**config.mk**
```make
export PLATFORM = sky130hd
export DESIGN_NAME = fab_cfg_serializer_flat
export DESIGN_NICKNAME = d
export VERILOG_FILES = /design/src/rtl/fab_cfg_serializer_if.sv /design/src/rtl/fab_cfg_serializer.sv /design/src/flat_wrapper.sv
export SDC_FILE = /design/constraint.sdc
export NUM_CORES = 1
export LEC_CHECK = 0
export ABC_AREA = 1
export BUFFER_PORTS_ARGS = -buffer_cell sky130_fd_sc_hd__buf_2
export CAP_MARGIN = 20
export CORE_MARGIN = 4
export CORE_UTILIZATION = 40
export CTS_CLUSTER_DIAMETER = 30
export DETAILED_ROUTE_END_ITERATION = 16
export RECOVER_POWER = 25
export SYNTH_ARGS = -nofsm -noshare
export SYNTH_HDL_FRONTEND = slang
export SYNTH_SLANG_ARGS = --single-unit
export TNS_END_PERCENT = 5
```
**constraint.sdc**
```tcl
create_clock -name CLK -period 2.1 [get_ports CLK]
set_clock_uncertainty 0.2 [all_clocks]
set_input_delay 0.315 -clock CLK [delete_from_list [all_inputs] [get_ports CLK]]
set_output_delay 0.315 -clock CLK [all_outputs]
set_load 0.05 [all_outputs]
```
**src/rtl/fab_cfg_serializer_if.sv**
```systemverilog
// Bitstream word handshake between a bitstream source and fab_cfg_serializer.
//   word_data  : 32-bit bitstream word, bit 31 shifted first
//   word_valid : source has a word available
//   word_last  : marks the final word of the bitstream (qualified by word_valid)
//   word_ready : serializer can accept a word
// master = bitstream source, slave = serializer.
interface fab_cfg_serializer_if;
  logic [31:0] word_data;
  logic        word_valid;
  logic        word_last;
  logic        word_ready;

  modport master (output word_data, output word_valid, output word_last, input word_ready);
  modport slave  (input word_data, input word_valid, input word_last, output word_ready);
endinterface

```
**src/rtl/fab_cfg_serializer.sv**
```systemverilog
// Configuration-load sequencer: shifts 32-bit bitstream words MSB first onto the
// fabric serial config port, each data bit followed by the matching control-word bit.
// Ports:
//   CLK, reset  : clock and synchronous active-high reset
//   src         : word handshake (slave side)
//   abort       : synchronous cancel, returns to IDLE with s_clk/s_data low
//   s_clk       : serial config clock to the fabric (registered)
//   s_data      : serial config data to the fabric (registered)
//   busy        : high whenever not IDLE
//   done        : one-cycle pulse after the tail of the final word
//   words_sent  : saturating count of fully shifted words
module fab_cfg_serializer #(
  parameter logic [31:0] CTRL_WORD    = 32'h0000FAB1,
  parameter int unsigned PHASE_CYCLES = 1,
  parameter int unsigned TAIL_CYCLES  = 100
) (
  input  logic                 CLK,
  input  logic                 reset,
  fab_cfg_serializer_if.slave  src,
  input  logic                 abort,
  output logic                 s_clk,
  output logic                 s_data,
  output logic                 busy,
  output logic                 done,
  output logic [15:0]          words_sent
);

  localparam int unsigned CNT_W = 32;
  localparam logic [CNT_W-1:0] PHASE_LAST = CNT_W'(PHASE_CYCLES - 1);
  localparam logic [CNT_W-1:0] FALL_LAST  = CNT_W'(2 * PHASE_CYCLES - 1);
  localparam logic [CNT_W-1:0] TAIL_LAST  = CNT_W'(TAIL_CYCLES - 1);

  typedef enum logic [2:0] {
    IDLE  = 3'd0,
    SETUP = 3'd1,
    RISE  = 3'd2,
    HOLD  = 3'd3,
    FALL  = 3'd4,
    TAIL  = 3'd5
  } state_t;

  state_t           state;
  logic [CNT_W-1:0] cnt;
  logic [4:0]       bit_idx;
  logic [31:0]      data_sh;   // latched word, current data bit at [31]
  logic [31:0]      ctrl_sh;   // control word, current control bit at [31]
  logic             last_q;
  logic             ready_q;

  assign src.word_ready = ready_q;

  // Sequencer: every output is loaded on the edge that enters the phase it belongs to.
  always_ff @(posedge CLK) begin
    if (reset) begin
      state      <= IDLE;
      cnt        <= '0;
      bit_idx    <= '0;
      data_sh    <= '0;
      ctrl_sh    <= '0;
      last_q     <= 1'b0;
      ready_q    <= 1'b1;
      busy       <= 1'b0;
      done       <= 1'b0;
      s_clk      <= 1'b0;
      s_data     <= 1'b0;
      words_sent <= '0;
    end else begin
      done <= 1'b0;
      if (abort) begin
        // Cancel wins over a same-cycle accept; partial word is not counted.
        state   <= IDLE;
        cnt     <= '0;
        ready_q <= 1'b1;
        busy    <= 1'b0;
        s_clk   <= 1'b0;
        s_data  <= 1'b0;
      end else begin
        case (state)
          IDLE: begin
            // ready_q is always set in IDLE, so valid alone completes the handshake.
            if (src.word_valid) begin
              data_sh <= src.word_data;
              ctrl_sh <= CTRL_WORD;
              last_q  <= src.word_last;
              bit_idx <= '0;
              cnt     <= '0;
              s_data  <= src.word_data[31];
              s_clk   <= 1'b0;
              ready_q <= 1'b0;
              busy    <= 1'b1;
              state   <= SETUP;
            end
          end
          SETUP: begin
            if (cnt == PHASE_LAST) begin
              cnt   <= '0;
              s_clk <= 1'b1;
              state <= RISE;
            end else begin
              cnt <= cnt + CNT_W'(1);
            end
          end
          RISE: begin
            if (cnt == PHASE_LAST) begin
              cnt    <= '0;
              s_data <= ctrl_sh[31];
              state  <= HOLD;
            end else begin
              cnt <= cnt + CNT_W'(1);
            end
          end
          HOLD: begin
            if (cnt == PHASE_LAST) begin
              cnt   <= '0;
              s_clk <= 1'b0;
              state <= FALL;
            end else begin
              cnt <= cnt + CNT_W'(1);
            end
          end
          FALL: begin
            if (cnt == FALL_LAST) begin
              cnt <= '0;
              if (bit_idx != 5'd31) begin
                bit_idx <= bit_idx + 5'd1;
                data_sh <= {data_sh[30:0], 1'b0};
                ctrl_sh <= {ctrl_sh[30:0], 1'b0};
                s_data  <= data_sh[30];
                state   <= SETUP;
              end else begin
                if (words_sent != 16'hFFFF) begin
                  words_sent <= words_sent + 16'd1;
                end
                if (last_q) begin
                  state <= TAIL;
                end else begin
                  ready_q <= 1'b1;
                  busy    <= 1'b0;
                  state   <= IDLE;
                end
              end
            end else begin
              cnt <= cnt + CNT_W'(1);
            end
          end
          TAIL: begin
            if (cnt == TAIL_LAST) begin
              cnt     <= '0;
              done    <= 1'b1;
              ready_q <= 1'b1;
              busy    <= 1'b0;
              state   <= IDLE;
            end else begin
              cnt <= cnt + CNT_W'(1);
            end
          end
          default: begin
            state   <= IDLE;
            cnt     <= '0;
            ready_q <= 1'b1;
            busy    <= 1'b0;
            s_clk   <= 1'b0;
            s_data  <= 1'b0;
          end
        endcase
      end
    end
  end

endmodule

```
**src/flat_wrapper.sv**
```systemverilog
// flat-port wrapper written by rule: the top's interface ports become plain ports
module fab_cfg_serializer_flat 
#(
  parameter logic [31:0] CTRL_WORD    = 32'h0000FAB1,
  parameter int unsigned PHASE_CYCLES = 1,
  parameter int unsigned TAIL_CYCLES  = 100
)
  (CLK, reset, abort, s_clk, s_data, busy, done, words_sent, src_word_data, src_word_valid, src_word_last, src_word_ready);
  fab_cfg_serializer_if src_i ();
  input  logic CLK;
  input  logic reset;
  input  logic abort;
  output logic s_clk;
  output logic s_data;
  output logic busy;
  output logic done;
  output logic [15:0] words_sent;
  input wire logic [$bits(src_i.word_data)-1:0] src_word_data;
  input wire logic [$bits(src_i.word_valid)-1:0] src_word_valid;
  input wire logic [$bits(src_i.word_last)-1:0] src_word_last;
  output wire logic [$bits(src_i.word_ready)-1:0] src_word_ready;
  assign src_i.word_data = src_word_data;
  assign src_i.word_valid = src_word_valid;
  assign src_i.word_last = src_word_last;
  assign src_word_ready = src_i.word_ready;
  fab_cfg_serializer #(.CTRL_WORD(CTRL_WORD), .PHASE_CYCLES(PHASE_CYCLES), .TAIL_CYCLES(TAIL_CYCLES)) u_core (.CLK(CLK), .reset(reset), .src(src_i), .abort(abort), .s_clk(s_clk), .s_data(s_data), .busy(busy), .done(done), .words_sent(words_sent));
endmodule
```
==> results of run 1 <==
[cell usage in the layout, fill, tap and decap left out, types with 3 or more instances in the layout]
cell / count
nand2_2: 7
clkbuf_1: 16
a31oi_1: 3
nor2_2: 9
nor3_1: 22
buf_4: 81
o211ai_1: 8
nand3_1: 61
dfxtp_2: 4
buf_2: 41
o21bai_1: 4
o21ai_1: 23
a21oi_1: 66
xor2_1: 16
inv_1: 93
clkbuf_8: 4
xnor2_1: 8
nor2_4: 4
nor2_1: 108
dfxtp_1: 119
or2_2: 6
nand3b_1: 4
nand2_1: 347
nand4_1: 17
clkinvlp_4: 4
clkbuf_16: 21
o21ai_0: 11
buf_12: 6
buf_6: 4
[power by group]
part           leakage (nW)  internal [mW]  total, mW  switching, mW
clock network         0.293           1.88       3.01           1.13
logic                  2.43          0.255      0.625          0.370
registers              1.02           2.48       2.53         0.0513
[cell families (layout without fill, tap and decap cells)]
kind of cell	count (synthesis)	in the layout	share of synthesized area
AO/OA/AOI/OAI	122	122	0.102
adder cells (fa/ha/maj)	6	6	0.0115
AND/OR/NAND/NOR	596	596	0.381
buffers and inverters	139	283	0.0922
XOR/XNOR	24	24	0.0321
flip-flops	125	125	0.382
[sequential cells by signal, indices dropped and copies added (netlist names)]
name and flops:
u_core.s_data 1, u_core.last_q 1, u_core.words_sent 16, u_core.state 3
u_core.s_clk 1, u_core.ctrl_sh 32, u_core.cnt 32, u_core.data_sh 31
u_core.src.word_ready 1, u_core.busy 1, u_core.bit_idx 5, u_core.done 1
[how the worst min path moves through the flow]
stage	slack, ns	cells past startpoint	end	from
6_report	0.03	5	u_core.data_sh[4]	src_word_data[4]
5_1_grt	0.05	5	u_core.data_sh[4]	src_word_data[4]
4_1_cts	0.02	5	u_core.data_sh[4]	src_word_data[4]
3_5_place_dp	0.25	2	u_core.ctrl_sh[12]	u_core.ctrl_sh[12]
3_3_place_gp	0.25	2	u_core.data_sh[0]	u_core.data_sh[0]
2_1_floorplan	0.24	2	u_core.ctrl_sh[0]	u_core.ctrl_sh[0]
[worst max-delay path: stages, from the launching register on]
cell and delay (ns):
dfxtp_2 0.35, ha_2 0.19, nand2_1 0.08, nor2_2 0.10, ha_2 0.23, nand2_4 0.08
nand3b_1 0.17, buf_6 0.19, clkbuf_16 0.17, nand2_1 0.06, a21oi_1 0.17
[final cells by class]
| cell class | instances | area share |
|---|---|---|
| Multi-Input combinational cell | 748 | 0.418 |
| Clock inverter | 11 | 0.0152 |
| Inverter | 97 | 0.0435 |
| Tap cell | 216 | 0.0319 |
| Clock buffer | 21 | 0.0568 |
| Sequential cell | 125 | 0.297 |
| Timing Repair Buffer | 154 | 0.137 |
[repair_timing]
action,4_1_cts,5_1_grt
setup endpoints to repair,2,115
hold buffers,2,0
pin swaps,0,8
hold endpoints to repair,2,0
cloned,0,6
gates resized for setup,1,40
buffers inserted,0,4
[metal layers]
layer,vias up,wire [µm],global-route usage
li1,3479,-,-
met1,2968,8720,0.266
met2,137,8100,0.291
met3,33,749,0.0411
met4,0,315,0.0616
met5,-,0,0
==> reports/summary.md, run 1 <==
TritonCTS built the clock tree. Dividing the detail-routed wire length by the instance count gives 13.0 µm. After synthesis, the cell types taking the most area are dfxtp_1, nand2_1, nor2_1. The congestion estimate from routability-driven global placement came to 0.971.

Transition time of the tightest slew-check pin: 0.615 ns. After detailed placement, the design holds a cell count of 1328. The cell count after synthesis came out at 1012. In this run the core area contains 46 standard-cell rows.

Setup violations remaining at the end of the flow were counted as 0. In this run the cell area of the synthesized design comes to 6550 µm². The logs give 0 for the number of hold violations in the final report and 0.531 for the utilization of the core after routing. Counting flops with a built-in enable in the synthesized netlist gives 0.

By count the netlist is led by nand2_1, dfxtp_1, nor2_1, inv_1, a21oi_1. The floorplan step set the die width to 136 µm. Once placement finished, the instance area stood at 7570 µm². The total DRC errors in the routed layout came out at 0. Derived from the worst setup path, the maximum achievable clock frequency is 480 MHz. In the final design database the tool counted 1186 nets.

The worst path in the final design needs a cycle of 2.08 ns, including I/O delays and setup. The number of antenna violations at the first check in global routing is 0, and the growth of design area from synthesis to finish is 29.1%. The H-tree was split into 4 levels. For the fraction of the yosys area taken by sequential cells, the log shows 0.382.

Counting along the longest clock path gives a buffer depth of 2. The run finished with clean final reports. Setup repair after global routing could not meet its margin everywhere. The first global-routing pass estimated 28.6 mm of wire. The critical path starts at u_core.bit_idx[1]. The die is 136 µm tall. With fillers left out, the area of the finished cells amounts to 8460 µm².

The portion of the clock cycle consumed by the worst path in the final layout was 0.992. The number of buffers inserted by port buffering is 57. STA classifies the critical path startpoint as a flip-flop. The number of clock buffers added by TritonCTS is 17. The total track usage is 0.190. In the final timing run, aggregate negative setup slack is 0 ns. Top cell type's share of synthesized area: 0.382. At the placement stage, the worst setup path has a slack of 0.0339 ns.

The average cell area after synthesis came out at 6.47 µm². The endpoint identified for the worst register-to-register timing path is u_core.ctrl_sh[7]. The final antenna-violating net count was 0; the path depth of the worst reg2reg path was 10. For the max-slew violation total from the final report, the log shows 0.

The most used flip-flop cell after synthesis is dfxtp_1. Entering global routing, the biggest net connects 75 pins. The global-route congestion overflow total is 0, and the cell area power density is 729 nW/µm². The final-layout worst hold slack is 0.0322 ns, and the maximum fanout along the worst path is 9. The number of distinct library cells after synthesis is 38, and the detailed placer's ending HPWL is 11.9 mm. The tools report the worst path arrival time as 2.22 ns.

The clock insertion delay at the later pin of the skew report was 0.42 ns; the number of register bits inferred by synthesis was 125. The worst setup path is captured at a flip-flop. The run gives 58 as the top-level port count.

The logs give 6617 for the total via count after detailed routing and 0.0177 ns for the worst-case setup margin in the final layout. In this run the clock root is driven by a clkbuf_16. The power consumption was 6.16 mW. In this run, the number of DRC markers left after iteration 0 of detailed routing was 463. The number of clock sinks was 125. The share of layout cells above drive strength 1 was 0.188; the final cell count without fillers was 1372. In this run the register-to-register setup slack is 0.02 ns. The run gives 0.411 as the starting density of the core. The worst endpoint required time was 2.24 ns; the register cell area after layout was 2510 µm².

The run gives 17.9 mm as the final routed wirelength across all metal layers. The worst hold path belongs to the class input port to flip-flop. The worst slew margin relative to its limit came out at 0.592. The leakage power total is 3.74 nW, and the vias per cell is 4.82.

After clock tree synthesis, the clock-pin slew on the worst setup and hold paths is 0.06 ns. Share of flip-flops with an asynchronous set or reset: 0. The run gives 0 as the number of maximum-capacitance violations. The worst setup path is of the flip-flop to flip-flop kind. Footprint of the multi-input gates: 3540 µm².

The cell taking the most area after synthesis is dfxtp_1. The core region is 15900 µm². Counting every net in the synthesized netlist gives 1055. For the number of global-route vias before repair, the log shows 6029. The worst voltage drop across the vdd grid came out at 644 µV. The first detailed-routing pass took 5 iterations. The dominant cell by count in the synthesized netlist is nand2_1. For the number of warning messages in the yosys log, the log shows 0. The tools report the beginning of the worst register-to-register path as u_core.bit_idx[1]. The area of the die was 18500 µm². The run gives 1599 as the fill cell instance count of the final layout. The endpoint of the worst setup timing path was u_core.ctrl_sh[7]. For the number of diodes, the log shows 0.
Power figures use the tool's default switching activity.
==> run 2: changes to the inputs <==
Settings changed: PLACE_DENSITY set to 0.63.
==> run 2 against run 1 <==
  * Register-to-register slack gained 0.05 ns
  * Hold slack lost 0.0016 ns
  * Flip-flop and latch count is the same
  * Global-route usage shrank 0.56 points
  * Design area shrank 1.1%
  * Final cell count grew 0.15%
  * Core utilization shrank 0.59 points
  * Die area is the same
  * Total power shrank 4.3%
==> reports/summary.md, run 2 (synthesis results as in run 1) <==
The run finished with clean final reports. For the number of maximum-capacitance violations, the log shows 0. The cell sitting at the root of the clock tree is a clkbuf_16. After legalization and detailed placement, the total HPWL measured 11.9 mm. For the area of the die, the log shows 18500 µm². The worst register-to-register path has a setup slack of 0.06 ns.

The worst setup path is launched from a flip-flop. For the total core area, the log shows 15900 µm². Across the VDD grid, the largest voltage drop is 586 µV. Summing all placed instances gives a cell area of 7620 µm².

The number of hold violations in the final report was 0; the number of buffers inserted by port buffering was 57. The total via count after detailed routing was 6691. The worst setup path is of the flip-flop to flip-flop kind. The top cell types in the final layout, fill and taps aside, are nand2_1, dfxtp_1, nor2_1. The growth of design area from synthesis to finish was 27.7%; the clock network fraction of total power was 0.467. With fillers left out, the area of the finished cells amounts to 8370 µm².

Final routed wirelength across all metal layers: 17.6 mm. Setup repair after global routing could not meet its margin everywhere. For the worst setup path, the data required time is 2.18 ns.

Using the TritonRoute via totals, the vias-per-cell ratio works out to 4.87. The top-level port count was 58. The tools report the number of global-route vias before repair as 5922. The cell repeated most along the worst path was nand2_1.

Cell internal power was estimated by the tool at 4.32 mW. The floorplan has 46 rows. The switching share of total power was 0.267; the number of nets in the final layout was 1188. Share of layout cells above drive strength 1: 0.182. The clock passes through at most 2 buffers.

Power spread over the standard cell area amounts to 706 nW/µm². STA puts the critical path data arrival time at 2.11 ns. The cell count of the worst hold path is 5, and the delay of the slowest critical-path stage is 0.31 ns. The number of antenna violations at the first check in global routing is 0, and the switching power is 1.58 mW. Max-slew violation total from the final report: 0.

The worst register-to-register path has a depth of 11. For the fmax, the log shows 491 MHz. In this run the worst setup path begins at u_core.cnt[24].

Entering global routing, the biggest net connects 75 pins. The total DRC errors in the routed layout is 0. The post-CTS clock slew at the launch and capture registers of the worst setup and hold paths was 0.06 ns. The beginning of the worst register-to-register path is u_core.cnt[24].

The first routing iteration left 453 violations. TritonCTS built the clock tree. Starting density of the core: 0.411.

Worst hold path class: input port to flip-flop. Highest-delay cell along the critical path: dfxtp_1. The largest registers in the layout are u_core.cnt x32, u_core.ctrl_sh x32, u_core.data_sh x31. The logs give 3.69 nW for the leakage power total and 0 for the number of setup violations in the final report. The commonest non-fill, non-tap cell in the layout is nand2_1. The maximum fanout along the worst path was 37; the number of diodes was 0. The worst register-to-register path ends at u_core.data_sh[18]. The first global-routing pass estimated 27.7 mm of wire. In this run, CTS created clock tree buffers numbering 17. The floorplan step set the die height to 136 µm. The portion of the clock cycle consumed by the worst path in the final layout is 0.970, and the routed length per instance is 12.8 µm. The signal on the critical path passes through nor2_1, nand2_1, nor2_2, nand2_2, o21ai_4, buf_6, nand3b_1, buf_4, buf_12, nand2_1, a21oi_1. The critical path ends at u_core.data_sh[18].

The placer's final routability congestion estimate was 0.919; the power consumption was 5.90 mW. The tools report the total track usage as 0.184. The clock tree synthesis step divided the H-tree into 4 levels. Kind of end point of the critical path: a flip-flop. The clock net in this run drives a total of 125 sinks. The worst slew margin relative to its limit came out at 0.571. For the worst-skew pair, the clock arrives at the later sink with an insertion delay of 0.42 ns.

The share of total power in sequential cells is 0.428. Subtracting the final worst setup slack from the clock period gives 2.04 ns. After global routing the overflow that remains totals 0. Once detail routing completed, the nets flagged for antenna violations numbered 0. The chip width is 136 µm.

For the number of detailed-routing iterations run before antenna repair, the log shows 5. Transition time of the tightest slew-check pin: 0.646 ns. The share of total power in combinational logic is 0.105.

The startpoint identified for the worst hold timing path is src_word_data[24].
run 2: cell count changes in the layout (fill, tap and decap cells not counted), sizes merged:
cell      change
bufinv        -2
clkbuf        -3
clkinvlp      -1
buf           +3
clkinv        -1
inv           +6
run 2: timing repair:
item                                    CTS  global route
resized for setup                         1            30
hold endpoints to repair                  2             0
setup buffers                             0             5
pin swaps                                 0             7
hold buffers                              2             0
endpoints found under the setup margin   16           111
gates cloned                              0             4
run 2: worst min-delay path by stage:
| stage | to | slack [ns] |
|---|---|---|
| 3_3_place_gp | u_core.ctrl_sh[4] | 0.25 |
| 6_report | u_core.data_sh[24] | 0.03 |
| 3_5_place_dp | u_core.ctrl_sh[11] | 0.25 |
| 4_1_cts | u_core.data_sh[0] | 0.01 |
| 2_1_floorplan | u_core.ctrl_sh[0] | 0.24 |
| 5_1_grt | u_core.data_sh[27] | 0.03 |
run 2: final cells by class:
class / instances / area (µm²)
Tap cell: 216 / 270
Clock inverter: 13 / 104
Inverter: 97 / 364
Clock buffer: 19 / 453
Fill cell: 1630 / 7580
Timing Repair Buffer: 156 / 1170
Sequential cell: 125 / 2510
Multi-Input combinational cell: 748 / 3500
run 2: power groups by stage:
| stage | Combinational [mW] | Clock (mW) | Sequential [mW] |
|---|---|---|---|
| after floorplan | 0.375 | 0 | 2.58 |
| after global placement | 0.553 | 0 | 2.57 |
| after detailed placement | 0.556 | 0 | 2.58 |
| after CTS | 0.562 | 2.81 | 2.52 |
| after global routing | 0.689 | 2.91 | 2.54 |
| final | 0.619 | 2.76 | 2.53 |
run 2: worst max-delay path, delay by kind of cell (launching register included):
| family | cells | cell delay, ns |
|---|---|---|
| buf+inv | 3 | 0.50 |
| compound gates | 2 | 0.25 |
| flops | 1 | 0.31 |
| simple gates | 6 | 0.63 |
run 2: through the flow:
stage               hold WS, ns  cells  setup WS (ns)  utilization  TNS [ns]
floorplan                 0.236   1012       0.000273            -         0
global placement          0.250   1331        -0.0395        0.478   -0.0933
CTS                      0.0135   1365         0.0112        0.514         0
detailed placement        0.254   1331        -0.0447        0.478    -0.152
global route             0.0307   1374        -0.0746        0.525     -2.30
finish                   0.0307   1374         0.0632        0.525         0
run 2: per-layer routing:
layer	global-route usage	vias to the layer above	share of wire
met5	0	-	0
met4	0.0661	0	0.016
met3	0.0374	27	0.039
met2	0.292	138	0.46
met1	0.250	3038	0.49
li1	-	3488	-
